--- src/rtl/sky130_fd_io__pwrseq_pkg.sv ---
// rtl/sky130_fd_io__pwrseq_pkg.sv - shared types and helpers for the HVC power-pad sequencer
//
// Purpose: holds the sequencer state encoding, the STATE output width and the
// helper that sizes the FAULT_CH output from the rail count.
// Ports: none (package).

package sky130_fd_io__pwrseq_pkg;

    localparam int STATE_W = 3;

    typedef enum logic [STATE_W-1:0] {
        PS_OFF     = 3'd0,
        PS_RAMP_UP = 3'd1,
        PS_ON      = 3'd2,
        PS_RAMP_DN = 3'd3,
        PS_FAULT   = 3'd4
    } pwrseq_state_e;

    // FAULT_CH / rail-index width: max(1, clog2(nch)).
    function automatic int fault_ch_width(input int nch);
        return (nch <= 2) ? 1 : $clog2(nch);
    endfunction

endpackage

--- src/rtl/sky130_fd_io__pwrseq_debounce.sv ---
// rtl/sky130_fd_io__pwrseq_debounce.sv - per-rail power-good synchroniser and debouncer
//
// Purpose: brings one asynchronous raw power-good into the CLK domain through
// a 2-flop synchroniser, then only lets Q follow after DEB_LEN consecutive
// synchronised samples that disagree with Q. Raw edge to Q change is
// 2 + DEB_LEN cycles.
// Ports:
//   CLK    in   sequencer clock
//   RST    in   asynchronous active-high reset
//   D_RAW  in   raw power-good comparator output (asynchronous)
//   Q      out  debounced power-good

module sky130_fd_io__pwrseq_debounce #(
    parameter int DEB_LEN = 8
) (
    input  logic CLK,
    input  logic RST,
    input  logic D_RAW,
    output logic Q
);

    localparam logic [7:0] CNT_LAST = 8'(DEB_LEN - 1);

    logic       sync1_q;
    logic       sync2_q;
    logic       q_q;
    logic [7:0] cnt_q;
    logic [7:0] cnt_d;
    logic       q_d;

    // Counter tracks how many consecutive samples disagree with Q; any
    // agreeing sample restarts the count so glitches shorter than DEB_LEN
    // never reach Q.
    always_comb begin
        cnt_d = cnt_q;
        q_d   = q_q;
        if (sync2_q == q_q) begin
            cnt_d = '0;
        end else if (cnt_q == CNT_LAST) begin
            q_d   = ~q_q;
            cnt_d = '0;
        end else begin
            cnt_d = cnt_q + 8'd1;
        end
    end

    always_ff @(posedge CLK or posedge RST) begin
        if (RST) begin
            sync1_q <= 1'b0;
            sync2_q <= 1'b0;
            q_q     <= 1'b0;
            cnt_q   <= '0;
        end else begin
            sync1_q <= D_RAW;
            sync2_q <= sync1_q;
            q_q     <= q_d;
            cnt_q   <= cnt_d;
        end
    end

    assign Q = q_q;

endmodule

--- src/rtl/sky130_fd_io__top_power_seq_hvc.sv ---
// rtl/sky130_fd_io__top_power_seq_hvc.sv - multi-rail power-pad sequencer for the HVC pad ring
//
// Purpose: ramps NCH power rails up in ascending order and down in descending
// order, gating each step on the rail's debounced power-good, and latches a
// fault when a rail drops while ON (or, with the timeout option, fails to
// come up in time).
// Optional feature: define SKY130_FD_IO_PWRSEQ_TIMEOUT_EN to add the per-step
// timer (TIMEOUT cycles); without it the ramps wait indefinitely on PG[k].
// Ports:
//   CLK       in   sequencer clock
//   RST       in   asynchronous active-high reset
//   START     in   level, request power-up
//   STOP      in   level, request power-down (wins over START)
//   CLR       in   pulse, clear a latched fault (only when PG is all zero)
//   PG_RAW    in   [NCH] raw asynchronous power-good per rail
//   EN        out  [NCH] rail enable per rail
//   PG        out  [NCH] debounced power-good per rail
//   READY     out  all rails up (state ON)
//   FAULT     out  latched fault
//   FAULT_CH  out  index of the faulting rail
//   STATE     out  current state encoding

module sky130_fd_io__top_power_seq_hvc
    import sky130_fd_io__pwrseq_pkg::*;
#(
    parameter int NCH     = 4,
    parameter int DEB_LEN = 8,
    parameter int TIMEOUT = 1024,
    localparam int CHW    = fault_ch_width(NCH)
) (
    input  logic               CLK,
    input  logic               RST,
    input  logic               START,
    input  logic               STOP,
    input  logic               CLR,
    input  logic [NCH-1:0]     PG_RAW,
    output logic [NCH-1:0]     EN,
    output logic [NCH-1:0]     PG,
    output logic               READY,
    output logic               FAULT,
    output logic [CHW-1:0]     FAULT_CH,
    output logic [STATE_W-1:0] STATE
);

    localparam logic [CHW-1:0] K_LAST = CHW'(NCH - 1);

    generate
        if (NCH < 1 || NCH > 16 || DEB_LEN < 1 || DEB_LEN > 255 ||
            TIMEOUT < 2 || TIMEOUT > 65535) begin : g_bad_param
            $error("sky130_fd_io__top_power_seq_hvc: parameter out of range");
        end
    endgenerate

    logic [NCH-1:0] pg_w;

    generate
        for (genvar g = 0; g < NCH; g++) begin : g_rail
            sky130_fd_io__pwrseq_debounce #(
                .DEB_LEN (DEB_LEN)
            ) u_debounce (
                .CLK   (CLK),
                .RST   (RST),
                .D_RAW (PG_RAW[g]),
                .Q     (pg_w[g])
            );
        end
    endgenerate

    pwrseq_state_e  state_q, state_d;
    logic [CHW-1:0] k_q, k_d;
    logic [NCH-1:0] en_q, en_d;
    logic [CHW-1:0] fault_ch_q, fault_ch_d;
    logic [CHW-1:0] low_zero;

`ifdef SKY130_FD_IO_PWRSEQ_TIMEOUT_EN
    localparam logic [15:0] T_LAST = 16'(TIMEOUT - 1);
    logic [15:0] timer_q, timer_d;
    logic        timer_exp;
    assign timer_exp = (timer_q == T_LAST);
`endif

    // Lowest rail whose debounced power-good is low.
    always_comb begin
        low_zero = '0;
        for (int i = NCH - 1; i >= 0; i--) begin
            if (!pg_w[i]) begin
                low_zero = CHW'(i);
            end
        end
    end

    always_comb begin
        state_d    = state_q;
        k_d        = k_q;
        en_d       = en_q;
        fault_ch_d = fault_ch_q;
`ifdef SKY130_FD_IO_PWRSEQ_TIMEOUT_EN
        // Timer clears on every state or k change; it only counts while a
        // step is waiting.
        timer_d    = '0;
`endif
        case (state_q)
            PS_OFF: begin
                en_d = '0;
                if (START && !STOP) begin
                    state_d = PS_RAMP_UP;
                    k_d     = '0;
                    en_d[0] = 1'b1;
                end
            end

            PS_RAMP_UP: begin
                if (STOP) begin
                    // Unwind from the rail currently being brought up.
                    state_d   = PS_RAMP_DN;
                    en_d[k_q] = 1'b0;
                end else if (pg_w[k_q]) begin
                    if (k_q == K_LAST) begin
                        state_d = PS_ON;
                    end else begin
                        k_d       = k_q + 1'b1;
                        en_d[k_d] = 1'b1;
                    end
                end
`ifdef SKY130_FD_IO_PWRSEQ_TIMEOUT_EN
                else if (timer_exp) begin
                    state_d    = PS_FAULT;
                    en_d       = '0;
                    fault_ch_d = k_q;
                end else begin
                    timer_d = timer_q + 16'd1;
                end
`endif
            end

            PS_ON: begin
                // A rail drop beats a simultaneous STOP.
                if (!(&pg_w)) begin
                    state_d    = PS_FAULT;
                    en_d       = '0;
                    fault_ch_d = low_zero;
                end else if (STOP) begin
                    state_d      = PS_RAMP_DN;
                    k_d          = K_LAST;
                    en_d[K_LAST] = 1'b0;
                end
            end

            PS_RAMP_DN: begin
`ifdef SKY130_FD_IO_PWRSEQ_TIMEOUT_EN
                // A rail that never reports down is abandoned after the
                // limit; this is a normal step, not a fault.
                if (!pg_w[k_q] || timer_exp) begin
`else
                if (!pg_w[k_q]) begin
`endif
                    if (k_q == '0) begin
                        state_d = PS_OFF;
                    end else begin
                        k_d       = k_q - 1'b1;
                        en_d[k_d] = 1'b0;
                    end
                end
`ifdef SKY130_FD_IO_PWRSEQ_TIMEOUT_EN
                else begin
                    timer_d = timer_q + 16'd1;
                end
`endif
            end

            PS_FAULT: begin
                en_d = '0;
                if (CLR && (pg_w == '0)) begin
                    state_d    = PS_OFF;
                    fault_ch_d = '0;
                    k_d        = '0;
                end
            end

            default: begin
                // Encodings 5..7 only appear through upset; fail safe.
                state_d    = PS_FAULT;
                en_d       = '0;
                fault_ch_d = '0;
            end
        endcase
    end

    always_ff @(posedge CLK or posedge RST) begin
        if (RST) begin
            state_q    <= PS_OFF;
            k_q        <= '0;
            en_q       <= '0;
            fault_ch_q <= '0;
        end else begin
            state_q    <= state_d;
            k_q        <= k_d;
            en_q       <= en_d;
            fault_ch_q <= fault_ch_d;
        end
    end

`ifdef SKY130_FD_IO_PWRSEQ_TIMEOUT_EN
    always_ff @(posedge CLK or posedge RST) begin
        if (RST) begin
            timer_q <= '0;
        end else begin
            timer_q <= timer_d;
        end
    end
`endif

    assign EN       = en_q;
    assign PG       = pg_w;
    assign READY    = (state_q == PS_ON);
    assign FAULT    = (state_q == PS_FAULT);
    assign FAULT_CH = fault_ch_q;
    assign STATE    = state_q;

endmodule

--- config.mk ---
export PLATFORM = sky130hd
export DESIGN_NAME = sky130_fd_io__top_power_seq_hvc
export DESIGN_NICKNAME = d
export VERILOG_FILES = /design/src/rtl/sky130_fd_io__pwrseq_pkg.sv /design/src/rtl/sky130_fd_io__pwrseq_debounce.sv /design/src/rtl/sky130_fd_io__top_power_seq_hvc.sv
export SDC_FILE = /design/constraint.sdc
export NUM_CORES = 1
export LEC_CHECK = 0
export BUFFER_PORTS_ARGS = -buffer_cell sky130_fd_sc_hd__buf_2
export CORE_MARGIN = 3
export CORE_UTILIZATION = 30
export CTS_CLUSTER_SIZE = 16
export DETAILED_ROUTE_END_ITERATION = 10
export PLACE_DENSITY = 0.51
export SYNTH_ARGS = -nofsm -noshare
export SYNTH_HDL_FRONTEND = slang
export SYNTH_SLANG_ARGS = --single-unit
--- constraint.sdc ---
create_clock -name CLK -period 2.8 [get_ports CLK]
set_input_delay 0.28 -clock CLK [delete_from_list [all_inputs] [get_ports CLK]]
set_output_delay 0.28 -clock CLK [all_outputs]
set_load 0.1 [all_outputs]
# Word-level counts from Yosys, hierarchy flattened

Cells that the tools add are included.

Logic and storage cells: 148
Bits in registers: 55

Bitwise gates (word level): 14
Reductions and logical operators: 21
Mux-type cells: 52
Equality and inequality tests: 28
Magnitude comparators: 6
Add/subtract/negate cells: 6

Operators with widths:

| cell                                                               | number |
|---|---|
| two-way mux 8 bit                                                  | 8 |
| adder 8 x 1 -> 8 bit (second input constant)                       | 4 |
| equality test 8 x 3 -> 1 bit (second input constant)               | 4 |
| two-way mux 3 bit                                                  | 10 |
| two-way mux 2 bit                                                  | 14 |
| two-way mux 4 bit                                                  | 5 |
| != test 2 bit (second input constant)                              | 9 |
| case mux 4 bit (4 select lines)                                    | 1 |
| case mux 3 bit (5 select lines)                                    | 1 |
| != test 3 bit (second input constant)                              | 4 |
| case mux 2 bit (5 select lines)                                    | 1 |
| AND reduction 10 bit                                               | 1 |
| AND reduction 5 bit                                                | 2 |
| < comparator 2 x 3 -> 1 bit (second input constant)                | 3 |
| NOT 1 bit                                                          | 9 |
| AND 4 bit                                                          | 2 |
| NOT 4 bit                                                          | 2 |
| AND reduction 2 bit                                                | 4 |
| two-way mux 1 bit                                                  | 7 |
| AND reduction 7 bit                                                | 1 |
| demux 1 bit (select 2 bit)                                         | 3 |
| equality test 3 x 2 -> 1 bit (second input constant)               | 2 |
| greater-or-equal comparator 2 x 1 -> 1 bit (second input constant) | 3 |
| case mux 2 bit (3 select lines)                                    | 1 |
| 18 further kinds                                                   | 26 |

# Longest topological paths before layout

Gate-level depths: netlist of run 1.

Word-level depth: 10
Gate-level depth with buffers: 7
Gate-level depth less buffers: 7

# Modules after synthesis

From an unflattened synthesis of run 1, not the netlist that was laid out.

Cells, all modules: 295
Area, all modules: 3,021.6 um2

Modules (own cells, without submodules):

| module                          | seq. area each (um2) | instances | area an instance (um2) | cells each |
|---|---|---|---|---|
| sky130_fd_io__pwrseq_debounce   | 275.3                | 4         | 511.7                  | 44 |
| sky130_fd_io__top_power_seq_hvc | 275.3                | 1         | 974.7                  | 119 |

# Worst setup path after synthesis of run 1

OpenSTA, ideal clock, no wires.

Path type: flip-flop to flip-flop
Start point: reg state_q[1] (netlist: STATE[1])
End point: reg en_q[3] (netlist: EN[3])
Stages on the path, launching flop included: 6
Arrival time: 3,254 ps
Required time: 2,674 ps
Setup slack: -580 ps
Cell sequence: dfrtp_1 > nand2b_1 > nor2_1 > nand2_1 > o21ai_0 > mux2_2

Longest elaborated chain between the ends: 3
Elaborated cells between the ends (all ways): 11

RTL lines:

| element                        | line                                   | text |
|---|---|---|
| start, declared                | sky130_fd_io__top_power_seq_hvc.sv:69  | `pwrseq_state_e state_q, state_d;` |
| start signal, assigned         | sky130_fd_io__top_power_seq_hvc.sv:196 | `state_q <= state_d;` |
| equality test 3 x 2 -> 1 bit * | -                                      |  |
| via READY                      | sky130_fd_io__top_power_seq_hvc.sv:39  | `output logic READY,` |
| != test 3 bit (no line)        | -                                      |  |
| AND reduction 5 bit (no line)  | -                                      |  |
| end signal, assigned           | sky130_fd_io__top_power_seq_hvc.sv:198 | `en_q <= en_d;` |
| end, declared                  | sky130_fd_io__top_power_seq_hvc.sv:71  | `logic [NCH-1:0] en_q, en_d;` |

The timed path passes the listed nets; every way through them passes the cells marked *.
A chain may end at the register's enable or synchronous reset.

# Worst setup path after layout of run 1

Start point: reg g_rail[0].u_debounce.q_q
End point: reg en_q[2] (netlist: EN[2])

Longest elaborated chain between the ends: 4
Elaborated cells between the ends (all ways): 7

RTL lines:

| element                                                         | line                                                                           | text |
|---|---|---|
| start, declared                                                 | sky130_fd_io__pwrseq_debounce.sv:26                                            | `logic q_q;` |
| start signal, assigned                                          | sky130_fd_io__pwrseq_debounce.sv:56                                            | `q_q <= q_d;` |
| binary-select mux 1 bit (select 2 bit)                          | sky130_fd_io__top_power_seq_hvc.sv:117, sky130_fd_io__top_power_seq_hvc.sv:155 |  |
| two-way mux 1 bit (implied by the code)                         | sky130_fd_io__top_power_seq_hvc.sv:117, sky130_fd_io__top_power_seq_hvc.sv:155 |  |
| != test 3 bit (no line) / != test 2 bit (equally long branches) | -                                                                              |  |
| AND reduction 5 bit (no line) *                                 | -                                                                              |  |

Mark *: on every way between the ends. The rest lies on a longest branch, timed or not. The select of a mux whose other input is x is not followed.

==> impl_metrics.env, run 1 <==
export IMPL_crit_chain="mux4_2 > a2111oi_0 > a21oi_1 > nand2_1 > mux2_2"
export IMPL_die_h_um=103
export IMPL_hold_violations=0
export IMPL_cp_data_arrival_time_ns=2.32
export IMPL_slew_headroom=0.624
export IMPL_drt_total_wl_um=5390
export IMPL_max_stage_delay_ns=0.55
export IMPL_antenna_found_initial=0
export IMPL_status="finished, final reports clean"
export IMPL_dieArea_um2=10500
export IMPL_rows=34
export IMPL_critPathLaunchType="register"
export IMPL_clock_skew_ns=0.00441
export IMPL_hold_path_class="primary input to register"
export IMPL_synthesis_area_um2=2800
export IMPL_grt_pass1_vias=1874
export IMPL_h_tree_depth=2
export IMPL_cts_tree="yes"
export IMPL_cp_num_buf_inv=0
export IMPL_cts_clk_slew_worst_paths_ns=0.10
export IMPL_drc=0
export IMPL_worstSkewPairLatency_ns=0.31
export IMPL_finalSetupViolCount=0
export IMPL_min_to="g_rail[3].u_debounce.sync1_q"
export IMPL_rsz0062_at_grt="no"
export IMPL_async_flop_share=1.00
export IMPL_ys_ff_latch=55
export IMPL_cts_path_max_buffers=2
export IMPL_final_net_count=315
export IMPL_grt_pass1_wl_um=9250
export IMPL_drt_vias_per_instance=4.88
export IMPL_clock_sinks=55
export IMPL_vias=1988
export IMPL_finalCritPeriodShare=0.758
export IMPL_groute_usage_overall=0.112
export IMPL_synth_nets=294
export IMPL_rr_endpoint="EN[2]"
export IMPL_grt_overflow=0
export IMPL_core_um2=8890
export IMPL_crit_type="register to register"
export IMPL_cts_root_buf="clkbuf_8"
export IMPL_wl_per_cell_um=13.2
export IMPL_r2r_start="g_rail[0].u_debounce.Q"
export IMPL_cap_violations=0
export IMPL_ant_nets=0
export IMPL_finalSetupTns_ns=0
export IMPL_antenna_cells=0
export IMPL_dr_pass1_iters=4
export IMPL_dr_first_iter_drc_count=77
export IMPL_leakagePower_nw=1.47
export IMPL_cellPowerDensity_nw_per_um2=995
export IMPL_hpwlAfterDp_um=3910
export IMPL_synth_edff_count=0
export IMPL_netlist_instances=277
export IMPL_nFillCells=878
export IMPL_ys_warn_count=0
export IMPL_cp_slowest_cell="mux4_2"
export IMPL_worstPathRequired_ns=3.00
export IMPL_min_period_ns=2.12
export IMPL_die_w_um=103
export IMPL_holdCritStartpoint="PG_RAW[3]"
export IMPL_start_util=0.315
export IMPL_grt_max_degree=23
export IMPL_portBuffers=23
export IMPL_numCtsBuffers=5
export IMPL_syn_area_per_cell_um2=10.1
export IMPL_final_cell_mix="55 x dfrtp_1, 39 x nor2_1, 23 x buf_2"
export IMPL_r2r_cells=5
export IMPL_io_pins=24
export IMPL_end_kind="register"
export IMPL_drive_gt1_frac=0.171
export IMPL_holdPathStages=1
export IMPL_max_freq_mhz=471
export IMPL_gp_congestion=0.857
export IMPL_cp_top_family="multiplexers"
export IMPL_synth_ff_type="dfrtp_1"
export IMPL_r2r_slack_ns=0.68
export IMPL_critPathMaxFanout=9
export IMPL_worst_pin_slew_ns=0.564
export IMPL_final_common_cell="dfrtp_1"
export IMPL_slew_viol_final=0
export IMPL_yosysUniqueCellTypes=44
export IMPL_vdd_drop_max_mv=0.436
export IMPL_power_mw=3.12
export IMPL_area_delta_synth_final_pct=11.8
export IMPL_ys_seq_area_frac=0.491
export IMPL_post_cts_buffers=0
[stage by stage]
| step | area [um2] | util | worst slack, ns | instances | hold slack, ns |
|---|---|---|---|---|---|
| 5_1_grt | 3130 | 0.352 | 0.456 | 407 | 0.0425 |
| 3_5_place_dp | 3010 | 0.339 | 0.704 | 398 | 0.314 |
| 4_1_cts | 3130 | 0.352 | 0.680 | 407 | 0.0544 |
| 3_3_place_gp | 3010 | 0.339 | 0.725 | 398 | 0.317 |
| 6_report | 3130 | 0.352 | 0.679 | 407 | 0.0700 |
| 2_1_floorplan | 2810 | - | 0.266 | 277 | 0.311 |
[final cells by class]
class	count	area [um2]	share of cell area
flip-flops and latches	55	1380	0.439
multi-input cells	197	1310	0.419
repair buffers	28	155	0.0495
well taps	108	135	0.0431
clock buffers	6	72.6	0.0232
inverters	11	41.3	0.0132
clock inverters	2	38.8	0.0124
[how the worst max path moves through the flow]
stage | startpoint | to | slack (ns) | depth (start not counted)
finish | g_rail[0].u_debounce.Q | EN[2] | 0.68 | 5
global route | k_q[0] | EN[2] | 0.46 | 5
CTS | g_rail[0].u_debounce.Q | k_q[1] | 0.68 | 4
detailed placement | g_rail[0].u_debounce.Q | k_q[1] | 0.70 | 4
global placement | k_q[0] | k_q[1] | 0.73 | 4
floorplan | STATE[1] | EN[3] | 0.27 | 5
[flip-flops by register name (all words and copies together) (netlist names)]
signal	cells
g_rail.u_debounce.cnt_q	32
STATE	3
g_rail.u_debounce.sync1_q	4
g_rail.u_debounce.Q	4
FAULT_CH	2
k_q	2
g_rail.u_debounce.sync2_q	4
EN	4
[routing by layer]
layer  track usage  up-vias  part of all wire
met5             0        -                 0
met4        0.0303        0            0.0087
met3        0.0392        4             0.069
li1              -      990                 -
met1         0.152      947              0.46
met2         0.169       47              0.46
[cells in the mapped netlist (all sizes together), types with 3 or more instances]
cell,count,area share
xor2,18,0.056
mux2,9,0.036
nor3,5,0.0089
nor2,40,0.054
buf,6,0.017
nand2,15,0.020
clkbuf,8,0.011
o21ai,6,0.011
nand3,16,0.029
nand2b,5,0.011
and3,9,0.020
ha,8,0.036
dfrtp,55,0.49
and2,5,0.011
xnor2,11,0.034
nor4,5,0.011
inv,11,0.015
a21oi,9,0.016
nor3b,3,0.0080
[worst register-to-register path: cells and delay by family, from the launching register on]
kind / cells / cell delay (ns)
AOI/OAI and AO/OA: 2 / 0.47
DFF: 1 / 0.48
muxes: 2 / 0.90
and+or+nand+nor: 1 / 0.16
[repair_timing]
item / 4_1_cts / 5_1_grt
hold buffers: 1 / 0
gates resized for setup: 0 / 0
setup endpoints to repair: 0 / 0
hold endpoints to repair: 20 / 0
[report_power, final]
part           internal [mW]  switching, mW
clock network          0.271          0.266
logic                  0.428           1.02
registers              0.939          0.190
total                   1.64           1.48
[cells by family after synthesis]
family	Yosys count	synth area share
AOI/OAI and AO/OA	33	0.0804
xor gates and xnor gates	29	0.0906
adders and majority gates	8	0.0357
buffers and inverters	25	0.0429
DFF	55	0.491
muxes	11	0.0478
and+or+nand+nor	116	0.212
Note: power is estimated with default switching activity, not from simulation.
==> run 2, diff against run 1 <==
--- a/config.mk
+++ b/config.mk
@@ -10,7 +10,7 @@
 export CORE_UTILIZATION = 30
 export CTS_CLUSTER_SIZE = 16
 export DETAILED_ROUTE_END_ITERATION = 10
-export PLACE_DENSITY = 0.51
+export PLACE_DENSITY = 0.52
 export SYNTH_ARGS = -nofsm -noshare
 export SYNTH_HDL_FRONTEND = slang
 export SYNTH_SLANG_ARGS = --single-unit
==> constraint.sdc (replaced) <==
create_clock -name CLK -period 1.76 [get_ports CLK]
set_input_delay 0.176 -clock CLK [delete_from_list [all_inputs] [get_ports CLK]]
set_output_delay 0.176 -clock CLK [all_outputs]
set_load 0.1 [all_outputs]
==> impl_metrics.env, run 2 (synthesized netlist as in run 1, its figures left out) <==
export IMPL_vias=2111
export IMPL_critPathMaxFanout=4
export IMPL_gp_congestion=0.852
export IMPL_grt_max_degree=56
export IMPL_final_cell_mix="51 x dfrtp_1, 39 x nor2_1, 37 x buf_4"
export IMPL_cts_tree="yes"
export IMPL_numCtsBuffers=5
export IMPL_io_pins=24
export IMPL_clock_skew_ns=0.0155
export IMPL_area_delta_synth_final_pct=31.3
export IMPL_holdPathStages=0
export IMPL_min_period_ns=1.95
export IMPL_violations="negative setup slack"
export IMPL_cts_root_buf="clkbuf_8"
export IMPL_dr_first_iter_drc_count=71
export IMPL_grt_overflow=0
export IMPL_die_w_um=103
export IMPL_worstPathRequired_ns=1.98
export IMPL_hold_path_class="register to register"
export IMPL_worstSkewPairLatency_ns=0.32
export IMPL_top_register="g_rail.u_debounce.cnt_q"
export IMPL_max_freq_mhz=513
export IMPL_final_common_cell="dfrtp_1"
export IMPL_core_um2=8890
export IMPL_final_net_count=358
export IMPL_drt_vias_per_instance=4.69
export IMPL_slew_headroom=0.666
export IMPL_r2r_cells=4
export IMPL_hpwlAfterDp_um=4020
export IMPL_post_place_ws_ns=-0.227
export IMPL_rows=34
export IMPL_grt_pass1_vias=2152
export IMPL_cts_path_max_buffers=2
export IMPL_rsz0062_at_grt="yes"
export IMPL_crit_type="register to register"
export IMPL_clock_sinks=55
export IMPL_h_tree_depth=2
export IMPL_vdd_drop_max_mv=0.564
export IMPL_status="finished with violations"
export IMPL_wl_per_cell_um=13.2
export IMPL_end_kind="register"
export IMPL_dp_cells=432
export IMPL_antenna_found_initial=0
export IMPL_leakagePower_nw=1.73
export IMPL_hold_violations=0
export IMPL_cap_violations=0
export IMPL_layout_setup_ws_ns=-0.191
export IMPL_slew_viol_final=0
export IMPL_power_mw=5.86
export IMPL_final_cells=450
export IMPL_start_util=0.315
export IMPL_cts_clk_slew_worst_paths_ns=0.11
export IMPL_cellPowerDensity_nw_per_um2=1590
export IMPL_largest_reg_flops=32
export IMPL_ant_nets=0
export IMPL_drc=0
export IMPL_finalSetupViolCount=8
export IMPL_drt_total_wl_um=5940
export IMPL_dieArea_um2=10500
export IMPL_critPathLaunchType="register"
export IMPL_portBuffers=23
export IMPL_dr_pass1_iters=4
export IMPL_finalCritPeriodShare=1.11
export IMPL_grt_pass1_wl_um=10200
export IMPL_die_h_um=103
export IMPL_drive_gt1_frac=0.330
export IMPL_cp_data_arrival_time_ns=2.18
export IMPL_groute_usage_overall=0.122
export IMPL_worst_pin_slew_ns=0.505
export IMPL_antenna_cells=0
-- run 2: cell type report --
class                      count  area (um2)
clock buffer                   7        86.3
sequential                    55        1380
multi-input combinational    197        1480
fill                         834        5210
timing repair buffer          71         549
tap                          108         135
inverter                      11        41.3
clock inverter                 1        8.76
-- run 2: power by group --
group / internal (mW) / switching [mW]
combinational: 1.38 / 1.98
clock: 0.324 / 0.435
sequential: 1.50 / 0.239
-- run 2: worst paths after layout --
path,slack [ns],start,to
worst max-delay path,-0.19,k_q[0],STATE[0]
worst min-delay path,0.36,g_rail[0].u_debounce.sync1_q,g_rail[0].u_debounce.sync2_q
worst max register to register,-0.19,k_q[0],STATE[0]
worst min register to register,0.36,g_rail[0].u_debounce.sync1_q,g_rail[0].u_debounce.sync2_q
max in group asynchronous,1.05,RST,STATE[2]
min in group asynchronous,0.44,RST,k_q[0]
-- run 2: stage by stage --
| stage | utilization | setup TNS, ns | instance area [um2] | hold slack (ns) |
|---|---|---|---|---|
| 2_1_floorplan | - | -2.22 | 2850 | 0.207 |
| 3_3_place_gp | 0.376 | -1.29 | 3350 | 0.255 |
| 3_5_place_dp | 0.376 | -1.44 | 3350 | 0.258 |
| 4_1_cts | 0.405 | -1.17 | 3600 | 0.344 |
| 5_1_grt | 0.414 | -1.82 | 3680 | 0.370 |
| 6_report | 0.414 | -1.24 | 3680 | 0.360 |
-- run 2: metal layers --
layer | track usage | part of all wire
met4 | 0.0434 | 0.014
met1 | 0.160 | 0.48
met5 | 0 | 0
met2 | 0.191 | 0.46
met3 | 0.0365 | 0.045
-- run 2: repair_timing --
action	CTS	global route
endpoints found under the setup margin	9	10
pin swaps	4	3
buffers inserted	3	2
endpoints found under the hold margin	59	0
gates resized for setup	16	13
hold buffers	5	0
-- run 2: worst max-delay path, stage by stage (launching register included) --
cell and delay, ns:
dfrtp_1 0.40, mux4_2 0.57, and4b_4 0.23, or3_4 0.37, o41ai_2 0.28
==> run 3, diff against run 2 <==
--- a/config.mk
+++ b/config.mk
@@ -11,6 +11,8 @@
 export CTS_CLUSTER_SIZE = 16
 export DETAILED_ROUTE_END_ITERATION = 10
 export PLACE_DENSITY = 0.52
+export RECOVER_POWER = 50
+export SLEW_MARGIN = 0
 export SYNTH_ARGS = -nofsm -noshare
 export SYNTH_HDL_FRONTEND = slang
 export SYNTH_SLANG_ARGS = --single-unit
==> impl_metrics.env, run 3 (synthesized netlist as in run 1, its figures left out) <==
export IMPL_status="finished with violations"
export IMPL_violations="negative setup slack"
export IMPL_drt_total_wl_um=5960
export IMPL_holdCritStartpoint="g_rail[0].u_debounce.sync1_q"
export IMPL_h_tree_depth=2
export IMPL_cts_clk_slew_worst_paths_ns=0.11
export IMPL_finalSetupTns_ns=-1.24
export IMPL_critPathLaunchType="register"
export IMPL_end_kind="register"
export IMPL_final_common_cell="dfrtp_1"
export IMPL_cts_root_buf="clkbuf_8"
export IMPL_cellPowerDensity_nw_per_um2=1600
export IMPL_dr_pass1_iters=4
export IMPL_antenna_found_initial=0
export IMPL_final_cell_mix="51 x dfrtp_1, 39 x nor2_1, 37 x buf_4"
export IMPL_core_um2=8890
export IMPL_dieArea_um2=10500
export IMPL_drive_gt1_frac=0.327
export IMPL_top_register="g_rail.u_debounce.cnt_q"
export IMPL_nFillCells=835
export IMPL_combPwrFrac=0.573
export IMPL_worstSkewPairLatency_ns=0.32
export IMPL_slew_viol_final=0
export IMPL_clock_sinks=55
export IMPL_seq_area_um2=1380
export IMPL_max_freq_mhz=513
export IMPL_p_seq_frac=0.297
export IMPL_layout_setup_ws_ns=-0.191
export IMPL_crit_type="register to register"
export IMPL_power_mw=5.85
export IMPL_rows=34
export IMPL_cts_path_max_buffers=2
export IMPL_worst_pin_slew_ns=0.755
export IMPL_r2r_slack_ns=-0.19
export IMPL_portBuffers=23
export IMPL_utilization=0.412
export IMPL_grt_max_degree=56
export IMPL_clkPwrFrac=0.130
export IMPL_die_h_um=103
export IMPL_worst_hold_slack_ns=0.360
export IMPL_swShare=0.452
export IMPL_r2r_start="k_q[0]"
export IMPL_grt_overflow=0
export IMPL_cap_violations=0
export IMPL_rr_endpoint="STATE[0]"
export IMPL_die_w_um=103
export IMPL_io_pins=24
export IMPL_ant_nets=0
export IMPL_switchingPower_mw=2.65
export IMPL_vdd_drop_max_mv=0.562
export IMPL_area_delta_synth_final_pct=30.8
export IMPL_stdcell_area_um2=3670
export IMPL_slew_headroom=0.497
export IMPL_grt_pass1_wl_um=10200
export IMPL_drt_vias_per_instance=4.68
export IMPL_groute_usage_overall=0.122
export IMPL_hpwlAfterDp_um=4020
export IMPL_finalSetupViolCount=8
export IMPL_leakagePower_nw=1.73
export IMPL_critPathMaxFanout=4
export IMPL_hold_violations=0
export IMPL_start_util=0.315
export IMPL_place_area_um2=3350
export IMPL_cp_data_arrival_time_ns=2.18
export IMPL_r2r_cells=4
export IMPL_clock_skew_ns=0.0162
export IMPL_hold_path_class="register to register"
export IMPL_dr_first_iter_drc_count=75
export IMPL_cts_tree="yes"
export IMPL_rsz0062_at_grt="yes"
export IMPL_drc=0
export IMPL_gp_congestion=0.852
export IMPL_finalCritPeriodShare=1.11
export IMPL_worstPathRequired_ns=1.98
export IMPL_min_period_ns=1.95
export IMPL_dp_cells=432
export IMPL_grt_pass1_vias=2152
export IMPL_numCtsBuffers=5
export IMPL_largest_reg_flops=32
export IMPL_wl_per_cell_um=13.2
export IMPL_multi_input_area_um2=1480
export IMPL_final_cells=450
export IMPL_min_to="g_rail[0].u_debounce.sync2_q"
export IMPL_p_int_mw=3.20
export IMPL_final_net_count=358
export IMPL_holdPathStages=0
export IMPL_post_place_ws_ns=-0.227
export IMPL_antenna_cells=0
export IMPL_vias=2107
run 3: layer usage:
metal | GRT usage | share of wire
met5 | 0 | 0
met4 | 0.0434 | 0.014
met3 | 0.0365 | 0.044
met2 | 0.191 | 0.46
met1 | 0.160 | 0.48
run 3: what timing repair did:
item	4_1_cts	5_1_grt
endpoints found under the setup margin	9	10
resized for setup	16	13
setup buffers	3	2
hold endpoints to repair	59	0
pin swaps	4	3
hold buffers	5	0
run 3: critical path: stages (launching register included):
cell and delay [ns]:
dfrtp_1 0.40, mux4_2 0.57, and4b_4 0.23, or3_4 0.37
o41ai_2 0.28
run 3: worst max path at each step:
stage / endpoint / depth (start not counted) / slack [ns] / start
6_report: STATE[0] / 4 / -0.19 / k_q[0]
5_1_grt: STATE[0] / 4 / -0.26 / k_q[0]
4_1_cts: k_q[1] / 8 / -0.19 / k_q[0]
3_5_place_dp: STATE[0] / 4 / -0.23 / k_q[0]
3_3_place_gp: EN[3] / 5 / -0.21 / k_q[0]
2_1_floorplan: EN[3] / 5 / -0.37 / STATE[2]
run 3: final cells by class:
class,count,share of cell area
timing repair buffer,71,0.146
clock buffer,7,0.0235
clock inverter,1,0.00239
sequential,55,0.377
tap,108,0.0369
multi-input combinational,197,0.403
inverter,11,0.0113
run 3: power groups by stage:
stage | registers, mW | logic, mW | clock network (mW)
2_1_floorplan | 2.13 | 1.73 | 0
3_3_place_gp | 1.75 | 2.95 | 0
3_5_place_dp | 1.75 | 2.95 | 0
4_1_cts | 1.74 | 3.18 | 0.799
5_1_grt | 1.78 | 3.61 | 0.855
6_report | 1.74 | 3.35 | 0.758
